<file path="config.mk">
export PLATFORM = sky130hd
export DESIGN_NAME = fetch_unit_flat
export DESIGN_NICKNAME = d
export VERILOG_FILES = /design/src/rtl/fetch_unit_if.sv /design/src/rtl/fetch_unit.sv /design/src/flat_wrapper.sv
export SDC_FILE = /design/constraint.sdc
export NUM_CORES = 1
export LEC_CHECK = 0
export ABC_AREA = 1
export ABC_CLOCK_PERIOD_IN_PS = 1900
export CAP_MARGIN = 40
export CORE_ASPECT_RATIO = 1.75
export CORE_MARGIN = 4
export CORE_UTILIZATION = 46
export DETAILED_ROUTE_END_ITERATION = 7
export PLACE_DENSITY = 0.83
export SYNTH_ARGS = -nofsm -noshare
export SYNTH_HDL_FRONTEND = slang
export SYNTH_SLANG_ARGS = --single-unit
export TNS_END_PERCENT = 50
</file>
<file path="constraint.sdc">
create_clock -name clk -period 1.9 [get_ports clk]
set_input_delay 0.38 -clock clk [delete_from_list [all_inputs] [get_ports clk]]
set_output_delay 0.38 -clock clk [all_outputs]
set_load 0.005 [all_outputs]
</file>
<file path="src/rtl/fetch_unit_if.sv">
// Instruction-memory read port between the fetch unit (master) and the
// instruction memory (slave). A request is held while imem_req=1; the
// memory answers with imem_ack and imem_rdata in the cycle the word is valid.
interface fetch_unit_if;
  logic        imem_req;
  logic [31:0] imem_addr;
  logic        imem_ack;
  logic [31:0] imem_rdata;

  modport master (
    output imem_req,
    output imem_addr,
    input  imem_ack,
    input  imem_rdata
  );

  modport slave (
    input  imem_req,
    input  imem_addr,
    output imem_ack,
    output imem_rdata
  );
endinterface

</file>
<file path="src/rtl/fetch_unit.sv">
// Instruction fetch stage with IF/ID pipeline register.
// Holds the PC, issues instruction-memory reads and feeds the decode stage.
// Load-use stalls (cu_wpcir) park the fetched word in a hold buffer.
// Taken branches (cu_branch) redirect the PC and insert a bubble into IF/ID.
// Build option: define FETCH_IMEM_WAIT_EN to honour imem_ack.
// This enables the WAIT and DROP states for multi-cycle memories.
// With the macro undefined, every request completes in its own cycle.
module fetch_unit (
  input  logic                clk,
  input  logic                rst,
  input  logic                cu_wpcir,
  input  logic                cu_branch,
  input  logic [31:0]         branch_target,
  fetch_unit_if.master        imem,
  output logic [31:0]         if_instr,
  output logic [31:0]         id_instr,
  output logic [31:0]         id_pc4,
  output logic                fetch_busy
);

  typedef enum logic [1:0] {
    S_FETCH = 2'd0,
    S_WAIT  = 2'd1,
    S_HOLD  = 2'd2,
    S_DROP  = 2'd3
  } state_t;

  state_t      state_reg, state_next;
  logic [31:0] pc_reg, pc_next;
  logic [31:0] id_instr_reg, id_instr_next;
  logic [31:0] id_pc4_reg, id_pc4_next;
  logic [31:0] hold_buf_reg, hold_buf_next;
  logic        req_int;
  logic [31:0] if_instr_int;
  logic        ack_eff;
  logic [31:0] pc_plus4;
  logic [31:0] target_aligned;

`ifdef FETCH_IMEM_WAIT_EN
  assign ack_eff = imem.imem_ack;
`else
  // Single-cycle memory: every request is answered immediately.
  logic unused_ack;
  assign unused_ack = imem.imem_ack;
  assign ack_eff    = 1'b1;
`endif

  // 32-bit add wraps 0xFFFFFFFC -> 0 on its own.
  assign pc_plus4       = pc_reg + 32'd4;
  assign target_aligned = {branch_target[31:2], 2'b00};

  // Next-state, PC and IF/ID update; branch always wins over a stall.
  always_comb begin
    state_next    = state_reg;
    pc_next       = pc_reg;
    id_instr_next = id_instr_reg;
    id_pc4_next   = id_pc4_reg;
    hold_buf_next = hold_buf_reg;
    req_int       = 1'b0;
    if_instr_int  = 32'd0;
    case (state_reg)
      S_FETCH, S_WAIT: begin
        req_int = 1'b1;
        if (ack_eff) begin
          if_instr_int = imem.imem_rdata;
        end
        if (cu_branch) begin
          pc_next       = target_aligned;
          id_instr_next = 32'd0;
          // An unanswered request must be drained before refetching,
          // so its late word is not taken as the branch target's word.
          state_next    = ack_eff ? S_FETCH : S_DROP;
        end else if (ack_eff) begin
          if (cu_wpcir) begin
            hold_buf_next = imem.imem_rdata;
            state_next    = S_HOLD;
          end else begin
            id_instr_next = imem.imem_rdata;
            id_pc4_next   = pc_plus4;
            pc_next       = pc_plus4;
            state_next    = S_FETCH;
          end
        end else begin
          state_next = S_WAIT;
        end
      end
      S_HOLD: begin
        if_instr_int = hold_buf_reg;
        if (cu_branch) begin
          pc_next       = target_aligned;
          id_instr_next = 32'd0;
          state_next    = S_FETCH;
        end else if (!cu_wpcir) begin
          id_instr_next = hold_buf_reg;
          id_pc4_next   = pc_plus4;
          pc_next       = pc_plus4;
          state_next    = S_FETCH;
        end
      end
      S_DROP: begin
        if (cu_branch) begin
          pc_next       = target_aligned;
          id_instr_next = 32'd0;
        end
        if (ack_eff) begin
          state_next = S_FETCH;
        end
      end
      default: begin
        state_next = S_FETCH;
      end
    endcase
  end

  // State and pipeline registers with asynchronous active-low reset.
  always_ff @(posedge clk or negedge rst) begin
    if (!rst) begin
      state_reg    <= S_FETCH;
      pc_reg       <= 32'd0;
      id_instr_reg <= 32'd0;
      id_pc4_reg   <= 32'd0;
      hold_buf_reg <= 32'd0;
    end else begin
      state_reg    <= state_next;
      pc_reg       <= pc_next;
      id_instr_reg <= id_instr_next;
      id_pc4_reg   <= id_pc4_next;
      hold_buf_reg <= hold_buf_next;
    end
  end

  // Request and presented word are suppressed while reset is held.
  assign imem.imem_req  = req_int & rst;
  assign imem.imem_addr = pc_reg;
  assign if_instr       = rst ? if_instr_int : 32'd0;
  assign id_instr       = id_instr_reg;
  assign id_pc4         = id_pc4_reg;

`ifdef FETCH_IMEM_WAIT_EN
  assign fetch_busy = (state_reg == S_WAIT) || (state_reg == S_DROP);
`else
  assign fetch_busy = 1'b0;
`endif

endmodule

</file>
<file path="src/flat_wrapper.sv">
// flat-port wrapper written by rule: the top's interface ports become plain ports
module fetch_unit_flat 
  (clk, rst, cu_wpcir, cu_branch, branch_target, if_instr, id_instr, id_pc4, fetch_busy, imem_imem_req, imem_imem_addr, imem_imem_ack, imem_imem_rdata);
  fetch_unit_if imem_i ();
  input  logic clk;
  input  logic rst;
  input  logic cu_wpcir;
  input  logic cu_branch;
  input  logic [31:0] branch_target;
  output logic [31:0] if_instr;
  output logic [31:0] id_instr;
  output logic [31:0] id_pc4;
  output logic fetch_busy;
  output wire logic [$bits(imem_i.imem_req)-1:0] imem_imem_req;
  output wire logic [$bits(imem_i.imem_addr)-1:0] imem_imem_addr;
  input wire logic [$bits(imem_i.imem_ack)-1:0] imem_imem_ack;
  input wire logic [$bits(imem_i.imem_rdata)-1:0] imem_imem_rdata;
  assign imem_imem_req = imem_i.imem_req;
  assign imem_imem_addr = imem_i.imem_addr;
  assign imem_i.imem_ack = imem_imem_ack;
  assign imem_i.imem_rdata = imem_imem_rdata;
  fetch_unit u_core (.clk(clk), .rst(rst), .cu_wpcir(cu_wpcir), .cu_branch(cu_branch), .branch_target(branch_target), .imem(imem_i), .if_instr(if_instr), .id_instr(id_instr), .id_pc4(id_pc4), .fetch_busy(fetch_busy));
endmodule
</file>
After elaboration in Yosys (flattened, before gate mapping)
Cells that the tools add are included.

Flip-flop bits (word level): 130. Output and inout port bits: 130. Input port bits: 69.

Reductions and logical operators: 7. Multiplexer cells: 18. Bitwise logic cells: 3. Eq/ne operators: 7. $add $sub $neg: 1.

Operators with widths (number): 32-bit two-way mux (9); 32-bit case mux with 2 select lines (2); 32-bit case mux with 3 select lines (1); 32-bit by 3-bit adder with 32-bit output (second input constant) (1); 3-bit AND reduction (3); 2-bit two-way mux (4); 3-bit != test (second input constant) (2); 2-bit case mux with 3 select lines (1); 2-bit == test (second input constant) (2); 3-bit by 2-bit != test with 1-bit output (second input constant) (1); 3-bit OR reduction (1); 2-bit by 1-bit == test with 1-bit output (second input constant) (1); 2-bit logical NOT (1); 2-bit != test (second input constant) (1); 1-bit inverter (2); 2-bit AND reduction (1); 2-bit OR reduction (1); 1-bit bitwise AND (1); 1-bit two-way mux (1).

Longest topological paths before layout
Gate-level depths: netlist (run 1).

Word-level depth: 4. Depth in mapped cells: 9.

Worst setup path after synthesis (run 1)
No wires, ideal clock.

Path type: register -> output. Start point: register u_core.state_reg[1]. End point: output port if_instr[10]. Cell stages (with the launch flop): 6. Buffers on the path: 2. Setup slack: 0.478 ns. Arrival time: 1.042 ns. Required time: 1.520 ns. Cells stage by stage: dfrtp_1 inv_1 buf_2 clkbuf_1 o21ai_0 nor2_1.

Word-level cells in the longest chain between the ends: 4.

RTL lines: from (decl) (line fetch_unit.sv:28) `state_t state_reg, state_next;`; from (signal assigned) (line fetch_unit.sv:124) `state_reg <= state_next;`; 2-bit by 1-bit == test with 1-bit output / 2-bit logical NOT (equally long branches) (line fetch_unit.sv:61) `case (state_reg)`; 2-bit OR reduction (line fetch_unit.sv:61); 32-bit case mux with 2 select lines (*) (line fetch_unit.sv:61); 32-bit two-way mux (*) (line fetch_unit.sv:135) `assign if_instr = rst ? if_instr_int : 32'd0;`; to (decl) (line flat_wrapper.sv:10) `output logic [31:0] if_instr;`.

Mark *: on every way between the ends. The rest lies on a longest branch, timed or not.

Worst setup path after layout (run 1)
Start point: register u_core.state_reg[1]. End point: output port if_instr[13].

The elaborated chain is that of the path after synthesis.

==> metrics.txt, run 1 <==
# TYPE chip_impl_metric gauge
chip_impl_metric{name="initial_utilization",unit=""} 0.468
chip_impl_info{name="critical_path.reg2reg.startpoint",value="u_core.state_reg[1]$_DFFE_PN0P_"} 1
chip_impl_metric{name="setup-violations-final",unit=""} 27
chip_impl_metric{name="finalNetCount",unit=""} 1106
chip_impl_metric{name="ant_nets",unit=""} 0
chip_impl_metric{name="num_antenna_cells",unit=""} 0
chip_impl_metric{name="p_leak",unit="nW"} 4.65
chip_impl_metric{name="dr.pass1.iters",unit=""} 8
chip_impl_metric{name="die_x",unit="µm"} 94.7
chip_impl_info{name="startpoint_type_of_the_worst_setup_path",value="register"} 1
chip_impl_metric{name="drv_slew",unit=""} 0
chip_impl_metric{name="grt_pass1_vias",unit=""} 6452
chip_impl_metric{name="maximum_number_of_pins_on_one_net_before_global_route_repair",unit=""} 126
chip_impl_metric{name="skew",unit="ps"} 8.24
chip_impl_metric{name="numPortBuffers",unit=""} 190
chip_impl_metric{name="cts_sinks",unit=""} 125
chip_impl_metric{name="peakVddDrop",unit="mV"} 0.649
chip_impl_metric{name="critPathArrivalTime",unit="ps"} 1690
chip_impl_metric{name="cts.path.max_buffers",unit=""} 2
chip_impl_info{name="synthFlopType",value="sky130_fd_sc_hd__dfrtp_1"} 1
chip_impl_metric{name="worst_ep_required_time",unit="ps"} 1520
chip_impl_metric{name="area_growth",unit="%"} 57.4
chip_impl_metric{name="gr-total-overflow",unit=""} 0
chip_impl_metric{name="route.detailed.drc",unit=""} 0
chip_impl_metric{name="setup_slack",unit="ps"} -166
chip_impl_metric{name="syn-cell-area",unit="µm²"} 6060
chip_impl_metric{name="die_height",unit="µm"} 160
chip_impl_info{name="outcome",value="finished, violations left"} 1
chip_impl_metric{name="final.min_clock_period",unit="ps"} 2070
chip_impl_info{name="origin_of_the_worst_setup_path",value="u_core.state_reg[1]$_DFFE_PN0P_"} 1
chip_impl_metric{name="final.setup.tns",unit="ps"} -2560
chip_impl_metric{name="cap_viol_max_count",unit=""} 0
chip_impl_metric{name="worstSkewPairLatency",unit="ps"} 420
chip_impl_metric{name="report.final.hold_viol_count",unit=""} 0
chip_impl_metric{name="ys_ff_latch",unit=""} 125
chip_impl_metric{name="yosys_warnings",unit=""} 0
chip_impl_metric{name="worst_pin_slew",unit="ps"} 714
chip_impl_metric{name="placement_rows",unit=""} 55
chip_impl_info{name="rsz_0062_raised_after_global_routing",value="true"} 1
chip_impl_metric{name="coreArea",unit="µm²"} 12900
chip_impl_metric{name="drive_above_1_share",unit=""} 0.198
chip_impl_info{name="ctsRootBufferMaster",value="sky130_fd_sc_hd__clkbuf_16"} 1
chip_impl_info{name="violations",value="setup timing"} 1
chip_impl_metric{name="netlist_instances",unit=""} 794
chip_impl_metric{name="tritoncts.num_buffers",unit=""} 17
chip_impl_metric{name="globalRouteTotalUtil",unit=""} 0.284
chip_impl_metric{name="final_worst_path_cycle_share",unit=""} 1.09
chip_impl_metric{name="fmax",unit="GHz"} 0.484
chip_impl_metric{name="placement.cell_area",unit="µm²"} 8240
chip_impl_metric{name="final_core_utilization",unit=""} 0.737
chip_impl_metric{name="ys_types",unit=""} 27
chip_impl_metric{name="cts_htree_levels",unit=""} 4
chip_impl_metric{name="synth.yosys.seq_area_share",unit=""} 0.517
chip_impl_metric{name="cts_hold_repair.buffers",unit=""} 0
chip_impl_metric{name="wl",unit="mm"} 21.5
chip_impl_metric{name="placement.setup.worst_slack",unit="ps"} -178
chip_impl_info{name="cts_tree",value="yes"} 1
chip_impl_metric{name="routabilityCongestion",unit=""} 0.979
chip_impl_metric{name="relative_slew_slack",unit=""} 0.524
chip_impl_metric{name="synth_edf_count",unit=""} 0
chip_impl_metric{name="dieArea",unit="µm²"} 15100
chip_impl_metric{name="per_cell_via_count_in_the_routed_design",unit=""} 5.21
chip_impl_metric{name="synth_async_sr_flop_share",unit=""} 1.00
chip_impl_metric{name="p_per_area",unit="nW/µm²"} 876
chip_impl_info{name="setup.worst_path.end_class",value="output port"} 1
chip_impl_metric{name="final_cell_area",unit="µm²"} 9530
chip_impl_info{name="hp-class",value="input port to async pin"} 1
chip_impl_metric{name="drt-initial-drc-count",unit=""} 330
chip_impl_info{name="worstSetupPathType",value="register to output port"} 1
chip_impl_metric{name="clk_pin_slew_worst_paths",unit="ps"} 60
chip_impl_metric{name="io-pin-count",unit=""} 199
chip_impl_metric{name="synthesis.area_per_instance",unit="µm²"} 7.63
chip_impl_metric{name="drt-wirelength-per-cell",unit="µm"} 17.6
chip_impl_metric{name="hpwl",unit="mm"} 13.4
chip_impl_metric{name="grt_first_pass_wirelength",unit="mm"} 32.9
chip_impl_metric{name="crit_path_max_fanout",unit=""} 8
chip_impl_metric{name="vias",unit=""} 6349
chip_impl_metric{name="initial_antenna_violation_count",unit=""} 0
synthesized netlist by cell type (3+ instances only):
| cell | number | area share |
|---|---|---|
| sky130_fd_sc_hd__nand2_1 | 295 | 0.18 |
| sky130_fd_sc_hd__dfrtp_1 | 125 | 0.52 |
| sky130_fd_sc_hd__o21ai_0 | 108 | 0.089 |
| sky130_fd_sc_hd__inv_1 | 72 | 0.045 |
| sky130_fd_sc_hd__nor2_1 | 61 | 0.038 |
| sky130_fd_sc_hd__nand3_1 | 51 | 0.042 |
| sky130_fd_sc_hd__clkbuf_1 | 15 | 0.0093 |
| sky130_fd_sc_hd__buf_2 | 14 | 0.012 |
| sky130_fd_sc_hd__o21bai_1 | 7 | 0.0087 |
| sky130_fd_sc_hd__buf_4 | 6 | 0.0074 |
| sky130_fd_sc_hd__nor2_4 | 6 | 0.011 |
| sky130_fd_sc_hd__nor2_2 | 5 | 0.0052 |
| sky130_fd_sc_hd__nand2_2 | 4 | 0.0041 |
| sky130_fd_sc_hd__o21ai_1 | 4 | 0.0033 |
| sky130_fd_sc_hd__xnor2_1 | 3 | 0.0043 |
layer usage:
layer / global-route usage / part of all wire / wire (µm)
met5: 0 / 0 / 0
met4: 0.164 / 0.063 / 1350
met3: 0.0641 / 0.069 / 1480
met2: 0.507 / 0.53 / 11400
met1: 0.294 / 0.34 / 7210
kinds of logic after synthesis:
logic type,Yosys count,share of synthesized area
flip-flops,125,0.517
buffers and inverters,113,0.0795
AO/OA/AOI/OAI,123,0.105
XOR/XNOR,4,0.00579
adder cells (fa/ha/maj),1,0.00207
AND/OR/NAND/NOR,427,0.290
other,1,0.000619
critical path, stage by stage, from the launching register on:
cell	delay, ps
sky130_fd_sc_hd__dfrtp_1	390
sky130_fd_sc_hd__inv_4	60
sky130_fd_sc_hd__buf_12	160
sky130_fd_sc_hd__buf_16	140
sky130_fd_sc_hd__buf_8	120
sky130_fd_sc_hd__nand2_2	50
sky130_fd_sc_hd__o21ai_2	60
sky130_fd_sc_hd__nor2_1	120
sky130_fd_sc_hd__buf_2	150
placed cells by master (no fill, tap or decap), types with 9 or more instances in the layout:
cell type	synthesis	final
sky130_fd_sc_hd__buf_2	14	29
sky130_fd_sc_hd__buf_4	6	42
sky130_fd_sc_hd__buf_6	1	9
sky130_fd_sc_hd__clkbuf_16	0	17
sky130_fd_sc_hd__clkdlybuf4s50_1	0	156
sky130_fd_sc_hd__dfrtp_1	125	125
sky130_fd_sc_hd__inv_1	72	71
sky130_fd_sc_hd__nand2_1	295	273
sky130_fd_sc_hd__nand2_2	4	14
sky130_fd_sc_hd__nand2_4	2	14
sky130_fd_sc_hd__nand3_1	51	51
sky130_fd_sc_hd__nor2_1	61	58
sky130_fd_sc_hd__o21ai_0	108	76
sky130_fd_sc_hd__o21ai_2	0	24
area by class of cell:
type,instances,area [µm²]
well taps,171,214
flip-flops and latches,125,3130
clock inverters,12,171
repair buffers,258,2540
fillers,930,3410
inverters,74,280
multi-input cells,560,2760
clock buffers,19,433
final timing paths:
path / endpoint / slack [ps] / cells past startpoint
worst min register to register: u_core.id_pc4[2]$_DFFE_PN0P_ / 470 / 2
worst min-delay path: u_core.id_pc4[29]$_DFFE_PN0P_ / 60 / 2
worst max register to register: u_core.id_instr[1]$_DFFE_PN0P_ / 90 / 12
min in group clk: u_core.id_pc4[2]$_DFFE_PN0P_ / 470 / 2
max in group asynchronous: u_core.imem.imem_addr[19]$_DFFE_PN0P_ / 1280 / 2
worst max-delay path: if_instr[13] / -170 / 8
timing repair:
action	in CTS	in global routing
resized for setup	212	49
setup buffers	26	15
setup endpoints to repair	32	33
gates cloned	7	0
pin swaps	13	17
power breakdown:
group	leakage, nW	switching [mW]	internal (mW)
logic	2.78	0.781	0.931
clock network	0.289	1.19	2.18
registers	1.58	0.287	2.98
metrics by stage:
step	hold WS, ps	cells	power, mW
after global placement	459	1144	4.72
after CTS	114	1208	8.29
after detailed placement	462	1144	4.76
after floorplan	84.4	798	3.79
after global routing	120	1219	8.71
final	57.7	1219	8.35
Note: power is estimated with default switching activity, not from simulation.
==> inputs of run 2 (changes only) <==
--- a/config.mk
+++ b/config.mk
@@ -13,6 +13,7 @@
 export CORE_UTILIZATION = 46
 export DETAILED_ROUTE_END_ITERATION = 7
 export PLACE_DENSITY = 0.83
+export REMOVE_ABC_BUFFERS = 1
 export SYNTH_ARGS = -nofsm -noshare
 export SYNTH_HDL_FRONTEND = slang
 export SYNTH_SLANG_ARGS = --single-unit
==> run 2 against run 1 <==
- the flow still finishes with violations (setup timing)
- critical path depth shrank 1
- clock power grew 4%
- largest cell class unchanged
- design area shrank 2.8%
- combinational power shrank 5%
==> metrics.txt, run 2 (same netlist as run 1, synthesis figures left out) <==
# TYPE chip_impl_metric gauge
chip_impl_metric{name="placement_rows",unit=""} 55
chip_impl_metric{name="initial_utilization",unit=""} 0.468
chip_impl_info{name="hp-class",value="input port to async pin"} 1
chip_impl_metric{name="r2r_cells",unit=""} 12
chip_impl_metric{name="globalRouteTotalUtil",unit=""} 0.265
chip_impl_metric{name="skew",unit="ps"} 14.5
chip_impl_metric{name="p_leak",unit="nW"} 4.52
chip_impl_metric{name="wl",unit="mm"} 19.8
chip_impl_metric{name="worst_pin_slew",unit="ps"} 730
chip_impl_metric{name="finalNetCount",unit=""} 1085
chip_impl_metric{name="dr.pass1.iters",unit=""} 5
chip_impl_metric{name="grt_pass1_vias",unit=""} 6318
chip_impl_metric{name="fmax",unit="GHz"} 0.514
chip_impl_metric{name="routabilityCongestion",unit=""} 0.959
chip_impl_info{name="setup.worst_path.end_class",value="output port"} 1
chip_impl_metric{name="final.min_clock_period",unit="ps"} 1950
chip_impl_metric{name="setup-violations-final",unit=""} 13
chip_impl_info{name="most_frequent_cells_in_the_layout",value="sky130_fd_sc_hd__nand2_1, sky130_fd_sc_hd__clkdlybuf4s50_1, sky130_fd_sc_hd__dfrtp_1"} 1
chip_impl_metric{name="die_x",unit="µm"} 94.7
chip_impl_metric{name="area_growth",unit="%"} 52.9
chip_impl_metric{name="vias",unit=""} 6118
chip_impl_metric{name="drv_slew",unit=""} 0
chip_impl_metric{name="net-switching-power",unit="mW"} 2.21
chip_impl_info{name="rsz_0062_raised_after_global_routing",value="true"} 1
chip_impl_metric{name="share_comb_of_total_power",unit=""} 0.193
chip_impl_metric{name="setup_slack",unit="ps"} -46.7
chip_impl_metric{name="numPortBuffers",unit=""} 190
chip_impl_metric{name="die_height",unit="µm"} 160
chip_impl_info{name="startpoint_type_of_the_worst_setup_path",value="register"} 1
chip_impl_metric{name="worstSkewPairLatency",unit="ps"} 410
chip_impl_metric{name="share_of_total_power_consumed_by_net_switching",unit=""} 0.263
chip_impl_metric{name="peakVddDrop",unit="mV"} 0.774
chip_impl_info{name="violations",value="setup timing"} 1
chip_impl_metric{name="power.share.clock",unit=""} 0.418
chip_impl_metric{name="tritoncts.num_buffers",unit=""} 17
chip_impl_metric{name="drt-wirelength-per-cell",unit="µm"} 16.6
chip_impl_metric{name="maximum_number_of_pins_on_one_net_before_global_route_repair",unit=""} 126
chip_impl_metric{name="cts_sinks",unit=""} 125
chip_impl_metric{name="num_antenna_cells",unit=""} 0
chip_impl_metric{name="per_cell_via_count_in_the_routed_design",unit=""} 5.11
chip_impl_metric{name="crit_path_max_fanout",unit=""} 11
chip_impl_info{name="worstSetupPathType",value="register to output port"} 1
chip_impl_metric{name="power.share.sequential",unit=""} 0.389
chip_impl_metric{name="route.detailed.drc",unit=""} 0
chip_impl_metric{name="cts.path.max_buffers",unit=""} 2
chip_impl_metric{name="coreArea",unit="µm²"} 12900
chip_impl_metric{name="io-pin-count",unit=""} 199
chip_impl_metric{name="drt-initial-drc-count",unit=""} 264
chip_impl_metric{name="drive_above_1_share",unit=""} 0.173
chip_impl_info{name="mostFrequentLayoutCell",value="sky130_fd_sc_hd__nand2_1"} 1
chip_impl_metric{name="grt_first_pass_wirelength",unit="mm"} 31.2
chip_impl_metric{name="cts_htree_levels",unit=""} 4
chip_impl_info{name="ctsRootBufferMaster",value="sky130_fd_sc_hd__clkbuf_16"} 1
chip_impl_metric{name="n_fill_cell",unit=""} 974
chip_impl_metric{name="hpwl",unit="mm"} 13.1
chip_impl_metric{name="worst_ep_required_time",unit="ps"} 1520
chip_impl_info{name="outcome",value="finished, violations left"} 1
chip_impl_metric{name="cts_hold_repair.buffers",unit=""} 0
chip_impl_metric{name="cellInternalPower",unit="mW"} 6.17
chip_impl_metric{name="critPathArrivalTime",unit="ps"} 1570
chip_impl_metric{name="p_per_area",unit="nW/µm²"} 905
chip_impl_metric{name="ant_nets",unit=""} 0
chip_impl_info{name="origin_of_the_worst_setup_path",value="u_core.state_reg[1]$_DFFE_PN0P_"} 1
chip_impl_metric{name="dieArea",unit="µm²"} 15100
chip_impl_metric{name="final_worst_path_cycle_share",unit=""} 1.02
chip_impl_metric{name="relative_slew_slack",unit=""} 0.513
chip_impl_metric{name="total_power",unit="mW"} 8.38
chip_impl_metric{name="initial_antenna_violation_count",unit=""} 0
chip_impl_info{name="cts_tree",value="yes"} 1
chip_impl_info{name="critical_path.reg2reg.startpoint",value="u_core.state_reg[1]$_DFFE_PN0P_"} 1
chip_impl_metric{name="gr-total-overflow",unit=""} 0
chip_impl_metric{name="clk_pin_slew_worst_paths",unit="ps"} 60
chip_impl_metric{name="final.setup.tns",unit="ps"} -248
chip_impl_metric{name="cap_viol_max_count",unit=""} 0
chip_impl_metric{name="report.final.hold_viol_count",unit=""} 0
-- run 2: area by class of cell --
class                      count  area [µm²]  area share
sequential                   125        3130       0.338
multi-input combinational    560        2660       0.287
timing repair buffer         237        2360       0.255
clock buffer                  18         429      0.0463
inverter                      74         280      0.0303
tap                          171         214      0.0231
clock inverter                12         196      0.0212
-- run 2: power by group through the flow --
stage | Clock [mW] | Combinational [mW] | Sequential (mW)
detailed placement | 0 | 1.50 | 3.26
CTS | 3.52 | 1.58 | 3.24
floorplan | 0 | 0.516 | 3.23
finish | 3.50 | 1.62 | 3.26
global route | 3.66 | 1.78 | 3.30
global placement | 0 | 1.47 | 3.25
-- run 2: repair_timing --
item	CTS	global route
buffers inserted	12	8
resized for setup	162	60
setup endpoints to repair	32	33
pin swaps	9	10
gates cloned	5	2
-- run 2: worst paths after layout --
| check | to | slack [ps] |
|---|---|---|
| setup / recovery | if_instr[4] | -50 |
| hold / removal | u_core.imem.imem_addr[5]$_DFFE_PN0P_ | 50 |
| setup reg to reg | u_core.id_instr[6]$_DFFE_PN0P_ | 70 |
| hold reg to reg | u_core.id_pc4[25]$_DFFE_PN0P_ | 480 |
| max in group asynchronous | u_core.id_pc4[9]$_DFFE_PN0P_ | 1250 |
| min in group clk | u_core.id_pc4[25]$_DFFE_PN0P_ | 480 |
-- run 2: worst max-delay path, stage by stage, from the launching register on --
cell and delay, ps:
sky130_fd_sc_hd__dfrtp_1 390, sky130_fd_sc_hd__inv_4 90, sky130_fd_sc_hd__buf_12 140, sky130_fd_sc_hd__buf_16 140, sky130_fd_sc_hd__nand2_2 60, sky130_fd_sc_hd__o21ai_2 60
sky130_fd_sc_hd__nor2_1 140, sky130_fd_sc_hd__buf_2 140
-- run 2: stage by stage --
| step | util | hold slack (ps) | worst slack, ps | area (µm²) | cells |
|---|---|---|---|---|---|
| after floorplan | - | 84.4 | -537 | 5870 | 759 |
| after CTS | 0.707 | 123 | -169 | 9150 | 1189 |
| after global routing | 0.716 | 154 | -107 | 9260 | 1197 |
| after detailed placement | 0.637 | 465 | -207 | 8240 | 1142 |
| after global placement | 0.637 | 458 | -188 | 8240 | 1142 |
| final | 0.716 | 52.3 | -46.7 | 9260 | 1197 |
-- run 2: metal layers --
metal	wire length [µm]	vias up	global-route usage
li1	-	2920	-
met1	6760	2896	0.272
met2	10700	243	0.474
met3	1550	59	0.0796
met4	857	0	0.130
met5	0	-	0
